`src/rtl/apad_share_arb.sv`:
```
// Round-robin arbiter sharing one analog pad net among NREQ requesters,
// with break-before-make dead time, switch settle delay and optional hold limit.
module apad_share_arb #(
    parameter int NREQ       = 4,
    parameter int SETTLE_CYC = 8,
    parameter int DEAD_CYC   = 4,
    parameter int MAX_HOLD   = 0,
    parameter int CW         = 8
) (
    input  logic                    clk,
    input  logic                    rst,
    input  logic [NREQ-1:0]         req,
    output logic [NREQ-1:0]         sw_en,
    output logic [NREQ-1:0]         gnt,
    output logic                    busy,
    output logic [$clog2(NREQ)-1:0] owner,
    output logic                    preempt
);

    localparam int OW = $clog2(NREQ);

    typedef enum logic [1:0] {
        ST_IDLE,
        ST_SETTLE,
        ST_OWN,
        ST_BREAK
    } state_t;

    state_t          state, state_nx;
    logic [CW-1:0]   cnt, cnt_nx;
    logic [OW-1:0]   ptr, ptr_nx, owner_nx, win;
    logic            win_vld;
    logic [OW:0]     idx;
    logic [NREQ-1:0] sw_en_nx, gnt_nx, own_mask;
    logic            busy_nx, preempt_nx, others;

    // Lowest offset from ptr+1 wins, so the loop runs downward and the last hit is kept.
    always_comb begin
        win     = '0;
        win_vld = 1'b0;
        idx     = '0;
        for (int unsigned i = NREQ; i >= 1; i--) begin
            idx = {1'b0, ptr} + (OW+1)'(i);
            if (idx >= (OW+1)'(NREQ))
                idx = idx - (OW+1)'(NREQ);
            if (req[idx[OW-1:0]]) begin
                win     = idx[OW-1:0];
                win_vld = 1'b1;
            end
        end
    end

    assign own_mask = NREQ'(1) << owner;
    assign others   = |(req & ~own_mask);

    always_comb begin
        state_nx   = state;
        cnt_nx     = cnt;
        ptr_nx     = ptr;
        owner_nx   = owner;
        sw_en_nx   = sw_en;
        gnt_nx     = gnt;
        preempt_nx = 1'b0;
        case (state)
            ST_IDLE: begin
                sw_en_nx = '0;
                gnt_nx   = '0;
                if (win_vld) begin
                    state_nx = ST_SETTLE;
                    cnt_nx   = '0;
                    sw_en_nx = NREQ'(1) << win;
                    owner_nx = win;
                    ptr_nx   = win;
                end
            end
            ST_SETTLE: begin
                if (!req[owner]) begin
                    state_nx = ST_BREAK;
                    cnt_nx   = '0;
                    sw_en_nx = '0;
                end else if (cnt == CW'(SETTLE_CYC-1)) begin
                    state_nx = ST_OWN;
                    // hold count includes the first granted cycle
                    cnt_nx   = CW'(1);
                    gnt_nx   = own_mask;
                end else begin
                    cnt_nx = cnt + 1'b1;
                end
            end
            ST_OWN: begin
                if (!req[owner]) begin
                    state_nx = ST_BREAK;
                    cnt_nx   = '0;
                    sw_en_nx = '0;
                    gnt_nx   = '0;
                end else if (MAX_HOLD != 0 && cnt >= CW'(MAX_HOLD) && others) begin
                    state_nx   = ST_BREAK;
                    cnt_nx     = '0;
                    sw_en_nx   = '0;
                    gnt_nx     = '0;
                    preempt_nx = 1'b1;
                end else if (cnt != '1) begin
                    cnt_nx = cnt + 1'b1;
                end
            end
            ST_BREAK: begin
                sw_en_nx = '0;
                gnt_nx   = '0;
                if (cnt == CW'(DEAD_CYC-1)) begin
                    state_nx = ST_IDLE;
                    cnt_nx   = '0;
                end else begin
                    cnt_nx = cnt + 1'b1;
                end
            end
            default: begin
                state_nx = ST_IDLE;
                cnt_nx   = '0;
                sw_en_nx = '0;
                gnt_nx   = '0;
            end
        endcase
        busy_nx = (state_nx != ST_IDLE);
    end

    always_ff @(posedge clk) begin
        if (rst) begin
            state   <= ST_IDLE;
            cnt     <= '0;
            ptr     <= OW'(NREQ-1);
            owner   <= '0;
            sw_en   <= '0;
            gnt     <= '0;
            busy    <= 1'b0;
            preempt <= 1'b0;
        end else begin
            state   <= state_nx;
            cnt     <= cnt_nx;
            ptr     <= ptr_nx;
            owner   <= owner_nx;
            sw_en   <= sw_en_nx;
            gnt     <= gnt_nx;
            busy    <= busy_nx;
            preempt <= preempt_nx;
        end
    end

endmodule

```
`config.mk`:
```
export PLATFORM = sky130hd
export DESIGN_NAME = apad_share_arb
export DESIGN_NICKNAME = d
export VERILOG_FILES = /design/src/rtl/apad_share_arb.sv
export SDC_FILE = /design/constraint.sdc
export NUM_CORES = 1
export LEC_CHECK = 0
export CORE_MARGIN = 1
export CORE_UTILIZATION = 40
export DETAILED_ROUTE_END_ITERATION = 8
export GPL_ROUTABILITY_DRIVEN = 0
export GPL_TIMING_DRIVEN = 0
export HOLD_SLACK_MARGIN = 0.05
export SLEW_MARGIN = 30
export SYNTH_ARGS = -nofsm -noshare
export SYNTH_HDL_FRONTEND = slang
export SYNTH_SLANG_ARGS = --single-unit
```
`constraint.sdc`:
```
create_clock -name clk -period 3.2 [get_ports clk]
set_input_delay 0.64 -clock clk [delete_from_list [all_inputs] [get_ports clk]]
set_output_delay 0.64 -clock clk [all_outputs]
set_load 0.03 [all_outputs]
```
==> impl_metrics.json, run 1 <==
{
  "status": "completed",
  "p_total_mw": 1.28,
  "grt_max_degree": 14,
  "synth_common_cells": "dfxtp_1, nand2_1, a21oi_1",
  "ant_nets": 0,
  "cts_tree": "built",
  "antenna_cells": 0,
  "wl_um": 3100,
  "slew_viol_final": 0,
  "p_per_area_mw_per_mm2": 764,
  "drt_iter0_markers": 80,
  "dpl_worst_slack_ns": 0.535,
  "final_util": 0.495,
  "hold_violations": 0,
  "antenna_found_initial": 0,
  "via_per_inst": 5.48,
  "max-cap-violations": 0,
  "clkTransAtPathRegs_ns": 0.13,
  "p_leak_nw": 0.612,
  "final_area_mm2": 0.00168,
  "ys_seq_elements": 23,
  "placed_cells": 228,
  "dieArea_mm2": 0.00385,
  "hold_ws_ns": 0.465,
  "cts_sinks": 23,
  "area_growth_syn_to_layout_pct": 16.3,
  "synth.most_common_cell": "dfxtp_1",
  "fillers": 326,
  "synthArstFlopShare": 0,
  "synth_cells": 167,
  "synthFlopType": "dfxtp_1",
  "synth_cell_type_count": 52,
  "via_count": 1272,
  "avgSynthCellArea_um2": 8.63,
  "insertion_delay_ns": 0.33,
  "switchingPower_mw": 0.577,
  "p_sw_frac": 0.451,
  "critical_path_class": "input pin to flip-flop",
  "grt_pass1_vias": 1107,
  "routedWlPerCell_um": 13.4,
  "start_util": 0.425,
  "p_clk_frac": 0.111,
  "yosysTopAreaCellShare": 0.319,
  "grt.total_usage": 0.179,
  "hold_class": "flip-flop to flip-flop",
  "finalWorstSetupSlack_ns": 0.890,
  "cts_buffers": 3,
  "worst_pin_slew_ns": 0.543,
  "firstDrtPassIters": 4,
  "crit_path_end_kind": "flip-flop",
  "core_mm2": 0.00339,
  "intPower_mw": 0.703,
  "ys.warnings.count": 0,
  "nets": 200,
  "synthTopCellsByArea": "dfxtp_1, ha_1, a21oi_1",
  "h-tree-depth": 1,
  "crit_fanout": 7,
  "ir_worst_vdd_mv": 0.207,
  "timing.final.crit_share": 0.722,
  "startpoint_type": "input pin",
  "postPlaceCellArea_mm2": 0.00165,
  "postCtsHoldBufs": 0,
  "grt_pass1_wl_um": 5010,
  "cts_resized": 0,
  "p_comb_frac": 0.565,
  "die_x_um": 62.0,
  "remaining_drc_errors": 0,
  "skew_ns": 0.0123,
  "drive_above_1_share": 0.0914,
  "hpwl_um": 2330,
  "ys_seq_area_frac": 0.319,
  "period_minus_slack_ns": 2.31,
  "synthesis.nets": 180,
  "grt-ovfl-total": 0,
  "p_seq_frac": 0.324,
  "synth_edf_count": 0,
  "post_cts_buffers": 0,
  "stdcell_count": 232,
  "critPathArrivalTime_ns": 2.57,
  "chipHeight_um": 62.0,
  "synth_area_mm2": 0.00144,
  "setup_viol": 0,
  "slew_headroom": 0.635,
  "rows": 21,
  "required_ns": 3.46,
  "yosysTopAreaCell": "dfxtp_1",
  "cts_buffer_depth": 2,
  "setup_tns_ns": 0,
  "port_buffers": 15,
  "pin_count": 18,
  "rsz0062_at_grt": "false",
  "cts-root-buf": "clkbuf_4",
  "max_freq_ghz": 0.433
}
critical path, stage by stage:
cell and delay [ns]:
clkdlybuf4s50_1 0.53, nor4_1 0.55, nand2_1 0.30, and2_1 0.27, o2bb2ai_1 0.16, o2bb2ai_1 0.12
placed cells by master, fill, tap and decap left out, types with 2 or more instances in the layout:
| cell type | count |
|---|---|
| xor2_1 | 2 |
| mux2i_1 | 5 |
| dfxtp_1 | 23 |
| clkdlybuf4s50_1 | 15 |
| nand4_1 | 4 |
| a31oi_1 | 5 |
| nand2_1 | 16 |
| o21bai_1 | 2 |
| nand4b_1 | 2 |
| inv_1 | 4 |
| nand3_1 | 6 |
| clkbuf_1 | 3 |
| nand2b_1 | 8 |
| o21ai_0 | 5 |
| and2_1 | 3 |
| nor2b_1 | 3 |
| o21a_1 | 2 |
| o2bb2ai_1 | 2 |
| ha_1 | 7 |
| a21oi_1 | 14 |
| clkbuf_4 | 3 |
| nor4_1 | 2 |
| buf_2 | 3 |
| nand3b_1 | 2 |
| nor3_1 | 3 |
| or3_1 | 2 |
| and3_1 | 2 |
| nor2_1 | 11 |
registers in the layout (all words and copies together) (netlist names):
signal  count
sw_en       4
ptr         2
gnt         4
cnt         8
busy        1
owner       2
state       2
final cells by class:
type | count | area, um2 | share of cell area
Buffer | 8 | 45.0 | 0.0269
Clock buffer | 3 | 22.5 | 0.0134
Multi-Input combinational cell | 132 | 921 | 0.549
Tap cell | 46 | 57.6 | 0.0343
Timing Repair Buffer | 15 | 150 | 0.0896
Clock inverter | 1 | 5.00 | 0.00299
Inverter | 4 | 15.0 | 0.00896
Sequential cell | 23 | 460 | 0.275
per-layer routing:
metal	track usage	wire [um]	vias up
met5	0	0	-
met4	0.0635	30	0
met3	0.0311	104	4
met2	0.307	1550	23
met1	0.224	1420	598
li1	-	-	647
logic make-up (layout without fill, tap and decap cells):
kind of cell | after synthesis | after routing | synth area share
buf+inv | 12 | 31 | 0.0417
flops | 23 | 23 | 0.319
compound gates | 44 | 44 | 0.225
fa+ha+maj | 7 | 7 | 0.0608
other cells | 1 | 1 | 0.00260
simple gates | 72 | 72 | 0.288
mux | 6 | 6 | 0.0503
xor+xnor | 2 | 2 | 0.0122
power by group through the flow:
stage	Sequential [mW]	Combinational, mW	Clock [mW]
3_3_place_gp	0.419	0.715	0
3_5_place_dp	0.422	0.726	0
5_1_grt	0.426	0.810	0.161
2_1_floorplan	0.490	0.468	0
6_report	0.415	0.724	0.142
4_1_cts	0.415	0.728	0.145
final timing paths:
check	from	to	cells after the start	slack, ns
worst max-delay path	req[1]	cnt[2]	6	0.89
worst min-delay path	sw_en[2]	sw_en[2]	2	0.47
worst max register to register	state[0]	busy	8	1.09
worst min register to register	sw_en[2]	sw_en[2]	2	0.47
Power figures use the tool's default switching activity.
==> inputs of run 2 (changes only) <==
- clock period: 3.2 -> 2.2 ns (I/O delays scaled with it)
==> run 2 against run 1 <==
Critical path depth unchanged. Flip-flop and latch count unchanged. Clock skew down 0.0016 ns. Sequential share of layout area down 0.24 points. Global-route usage unchanged. Cell count unchanged. Via count down 0.47%. Power up 46%. Clock power up 44%. First-iteration DRC count down 39%. Core utilization up 0.44 points. Critical endpoint is now cnt[5]. Largest cell class unchanged.
==> impl_metrics.json, run 2 (synthesis gave the netlist of run 1 again) <==
{
  "remaining_drc_errors": 0,
  "cts-root-buf": "clkbuf_4",
  "setup_tns_ns": 0,
  "start_util": 0.425,
  "postCtsHoldBufs": 0,
  "required_ns": 2.47,
  "placed_cells": 228,
  "die_x_um": 62.0,
  "via_count": 1266,
  "final_common_cell": "dfxtp_1",
  "grt_pass1_vias": 1107,
  "via_per_inst": 5.46,
  "top_regs": "cnt: 8 flops, gnt: 4 flops, sw_en: 4 flops",
  "wl_um": 3110,
  "port_buffers": 15,
  "startpoint_type": "input pin",
  "p_per_area_mw_per_mm2": 1110,
  "final_area_mm2": 0.00169,
  "p_leak_nw": 0.615,
  "pin_count": 18,
  "final_cell_mix": "dfxtp_1, nand2_1, clkdlybuf4s50_1",
  "core_mm2": 0.00339,
  "post_cts_buffers": 0,
  "period_minus_slack_ns": 2.08,
  "hpwl_um": 2330,
  "slowest_delay_ns": 0.61,
  "ant_nets": 0,
  "crit_path_end_kind": "flip-flop",
  "drive_above_1_share": 0.108,
  "antenna_cells": 0,
  "grt.total_usage": 0.179,
  "slew_viol_final": 0,
  "largest-register": "cnt",
  "slowest_stage": "mux4_2",
  "critPathArrivalTime_ns": 2.35,
  "cts_resized": 0,
  "rows": 21,
  "skew_ns": 0.0107,
  "hold_class": "input pin to flip-flop",
  "dpl_worst_slack_ns": -0.265,
  "stdcell_count": 232,
  "final_util": 0.499,
  "timing.final.crit_share": 0.945,
  "insertion_delay_ns": 0.32,
  "firstDrtPassIters": 4,
  "cts_sinks": 23,
  "ir_worst_vdd_mv": 0.306,
  "clkTransAtPathRegs_ns": 0.14,
  "grt-ovfl-total": 0,
  "max_freq_ghz": 0.481,
  "status": "completed",
  "fillers": 321,
  "setup_viol": 0,
  "path_cells": "clkdlybuf4s50_1 > mux4_2 > nand4_4 > nand2_4 > or3_1 > a21oi_1",
  "rsz0062_at_grt": "false",
  "chipHeight_um": 62.0,
  "routedWlPerCell_um": 13.4,
  "cts_tree": "built",
  "dieArea_mm2": 0.00385,
  "grt_max_degree": 14,
  "hold_violations": 0,
  "antenna_found_initial": 0,
  "finalWorstSetupSlack_ns": 0.121,
  "critical_path_class": "input pin to flip-flop",
  "largest_register_ffs": 8,
  "cts_buffers": 3,
  "area_growth_syn_to_layout_pct": 17.4,
  "drt_iter0_markers": 49,
  "cts_buffer_depth": 2,
  "min_delay_path_depth": 2,
  "postPlaceCellArea_mm2": 0.00165,
  "max-cap-violations": 0,
  "reg2reg_depth": 8,
  "crit_fanout": 8,
  "nets": 200,
  "grt_pass1_wl_um": 5010,
  "h-tree-depth": 1
}
[run 2: changes by cell type in the layout (fill, tap and decap cells not counted)]
cell and delta:
a21boi_1 -1, a21boi_2 +1, nor3_1 -1, nor3_2 +1, nor4_1 -1, nor4_2 +1
[run 2: worst paths after layout]
kind / startpoint / endpoint / slack, ns
worst max-delay path: req[1] / cnt[5] / 0.12
worst min-delay path: rst / state[1] / 0.42
worst max register to register: state[1] / busy / 0.22
worst min register to register: sw_en[2] / sw_en[2] / 0.47
[run 2: area by class of cell]
cell class	instances	area, um2	share of cell area
plain buffers	8	45.0	0.0266
clock buffers	3	22.5	0.0133
clock inverters	1	5.00	0.00296
inverters	4	15.0	0.00888
multi-input cells	132	936	0.553
flip-flops and latches	23	460	0.272
well taps	46	57.6	0.0340
repair buffers	15	150	0.0888
[run 2: power by group]
group / switching, mW / total [mW] / internal, mW
registers: 0.0868 / 0.604 / 0.517
clock network: 0.136 / 0.204 / 0.0681
logic: 0.622 / 1.07 / 0.444
total: 0.845 / 1.87 / 1.03
[run 2: per-stage QoR]
stage	power [mW]	hold WS, ns
after floorplan	1.39	0.465
after global placement	1.65	0.435
after detailed placement	1.67	0.444
after CTS	1.87	0.409
after global routing	2.05	0.398
final	1.87	0.417
[run 2: worst max-delay path, delay by kind of cell]
family | cells | cell delay, ns
mux | 1 | 0.61
simple gates | 3 | 0.61
buf+inv | 1 | 0.54
compound gates | 1 | 0.14
[run 2: per-layer routing]
| layer | vias to the layer above | GRT usage | wire (um) |
|---|---|---|---|
| met4 | 0 | 0.0635 | 40 |
| met2 | 23 | 0.307 | 1540 |
| met3 | 5 | 0.0311 | 108 |
| li1 | 647 | - | - |
| met1 | 591 | 0.224 | 1420 |
| met5 | - | 0 | 0 |
==> inputs of run 3 (changes only) <==
- CORE_UTILIZATION: 40 -> 54
- PLACE_DENSITY: unset -> 0.78
==> run 3 against run 2 <==
Core utilization rose by 17 points. Worst hold slack lost 0.010 ns. Cell count down 6.9%. Largest power group unchanged. Clock skew fell by 0.0068 ns.
==> impl_metrics.json, run 3 (synthesis gave the netlist of run 1 again) <==
{
  "status": "completed",
  "routedWlPerCell_um": 13.9,
  "setup_viol": 0,
  "stdcell_count": 216,
  "period_minus_slack_ns": 2.05,
  "path_cells": "clkdlybuf4s50_1 > nor4_1 > nand2_1 > and2_1 > o2bb2ai_1 > o2bb2ai_1",
  "port_buffers": 15,
  "h-tree-depth": 1,
  "register_area_um2": 460,
  "core_mm2": 0.00250,
  "start_util": 0.577,
  "fillers": 215,
  "grt.total_usage": 0.231,
  "timing.final.crit_share": 0.932,
  "antenna_found_initial": 0,
  "grt_max_degree": 13,
  "crit_fanout": 6,
  "antenna_cells": 0,
  "drt_iter0_markers": 28,
  "hpwl_um": 2270,
  "slew_headroom": 0.660,
  "chipHeight_um": 53.7,
  "grt_pass1_wl_um": 4810,
  "ant_nets": 0,
  "worst_pin_slew_ns": 0.505,
  "largest-register": "cnt",
  "drive_above_1_share": 0.0968,
  "placed_cells": 212,
  "via_count": 1306,
  "max-cap-violations": 0,
  "critical_path_class": "input pin to flip-flop",
  "wl_um": 3010,
  "final_common_cell": "dfxtp_1",
  "insertion_delay_ns": 0.32,
  "rows": 18,
  "slowest_stage": "nor4_1",
  "crit_path_end_kind": "flip-flop",
  "cpMostUsedCell": "o2bb2ai_1",
  "hold_violations": 0,
  "nets": 200,
  "cts_sinks": 23,
  "firstDrtPassIters": 4,
  "via_per_inst": 6.05,
  "postCtsHoldBufs": 0,
  "multi_input_area_um2": 930,
  "pin_count": 18,
  "area_growth_syn_to_layout_pct": 15.5,
  "cts_buffer_depth": 2,
  "p_leak_nw": 0.612,
  "skew_ns": 0.00395,
  "max_freq_ghz": 0.488,
  "slew_viol_final": 0,
  "required_ns": 2.46,
  "final_cell_mix": "dfxtp_1, nand2_1, clkdlybuf4s50_1",
  "grt_pass1_vias": 1101,
  "ir_worst_vdd_mv": 0.857,
  "remaining_drc_errors": 0,
  "grt-ovfl-total": 0,
  "cts_resized": 0,
  "cts_buffers": 3,
  "largest_register_ffs": 8,
  "dieArea_mm2": 0.00288,
  "cts_tree": "built",
  "die_x_um": 53.7,
  "rsz0062_at_grt": "false",
  "clkTransAtPathRegs_ns": 0.12,
  "top_regs": "cnt: 8 flops, gnt: 4 flops, sw_en: 4 flops",
  "startpoint_type": "input pin",
  "post_cts_buffers": 0,
  "cts-root-buf": "clkbuf_4",
  "critPathArrivalTime_ns": 2.31,
  "final_util": 0.666,
  "slowest_delay_ns": 0.53,
  "hold_class": "input pin to flip-flop",
  "p_per_area_mw_per_mm2": 1130
}
run 3: cell type report:
type,count,area share
Multi-Input combinational cell,132,0.559
Sequential cell,23,0.277
Timing Repair Buffer,15,0.0902
Buffer,8,0.0271
Tap cell,30,0.0226
Clock buffer,4,0.0158
Inverter,4,0.00902
run 3: worst paths after layout:
path,start,to,slack [ns],cells after the start
worst max-delay path,req[0],cnt[2],0.15,6
worst min-delay path,rst,state[1],0.41,2
worst max register to register,state[0],busy,0.23,8
worst min register to register,sw_en[0],sw_en[0],0.46,2
run 3: report_power, final:
part           leakage [nW]  internal [mW]  switching, mW
sequential            0.188          0.517         0.0870
combinational         0.410          0.445          0.626
clock                0.0150         0.0710          0.126
run 3: stage by stage:
step	setup WS [ns]	cell area (um2)	setup TNS (ns)	total power, mW	hold slack (ns)
global placement	-0.153	1630	-1.21	1.63	0.433
finish	0.149	1660	0	1.87	0.407
floorplan	0.224	1440	0	1.39	0.465
detailed placement	-0.184	1630	-1.90	1.66	0.444
global route	0.0210	1660	0	2.02	0.397
CTS	0.129	1660	0	1.86	0.401
run 3: metal layers:
layer / part of all wire / vias to the layer above / track usage
met2: 0.50 / 20 / 0.399
met4: 0.012 / 0 / 0.105
met5: 0 / - / 0
met3: 0.024 / 4 / 0.0254
met1: 0.46 / 631 / 0.282
li1: - / 651 / -
run 3: worst max-delay path: cells and delay by family:
kind            cells  cell delay (ns)
compound gates      2             0.26
buf+inv             1             0.52
simple gates        3             1.09
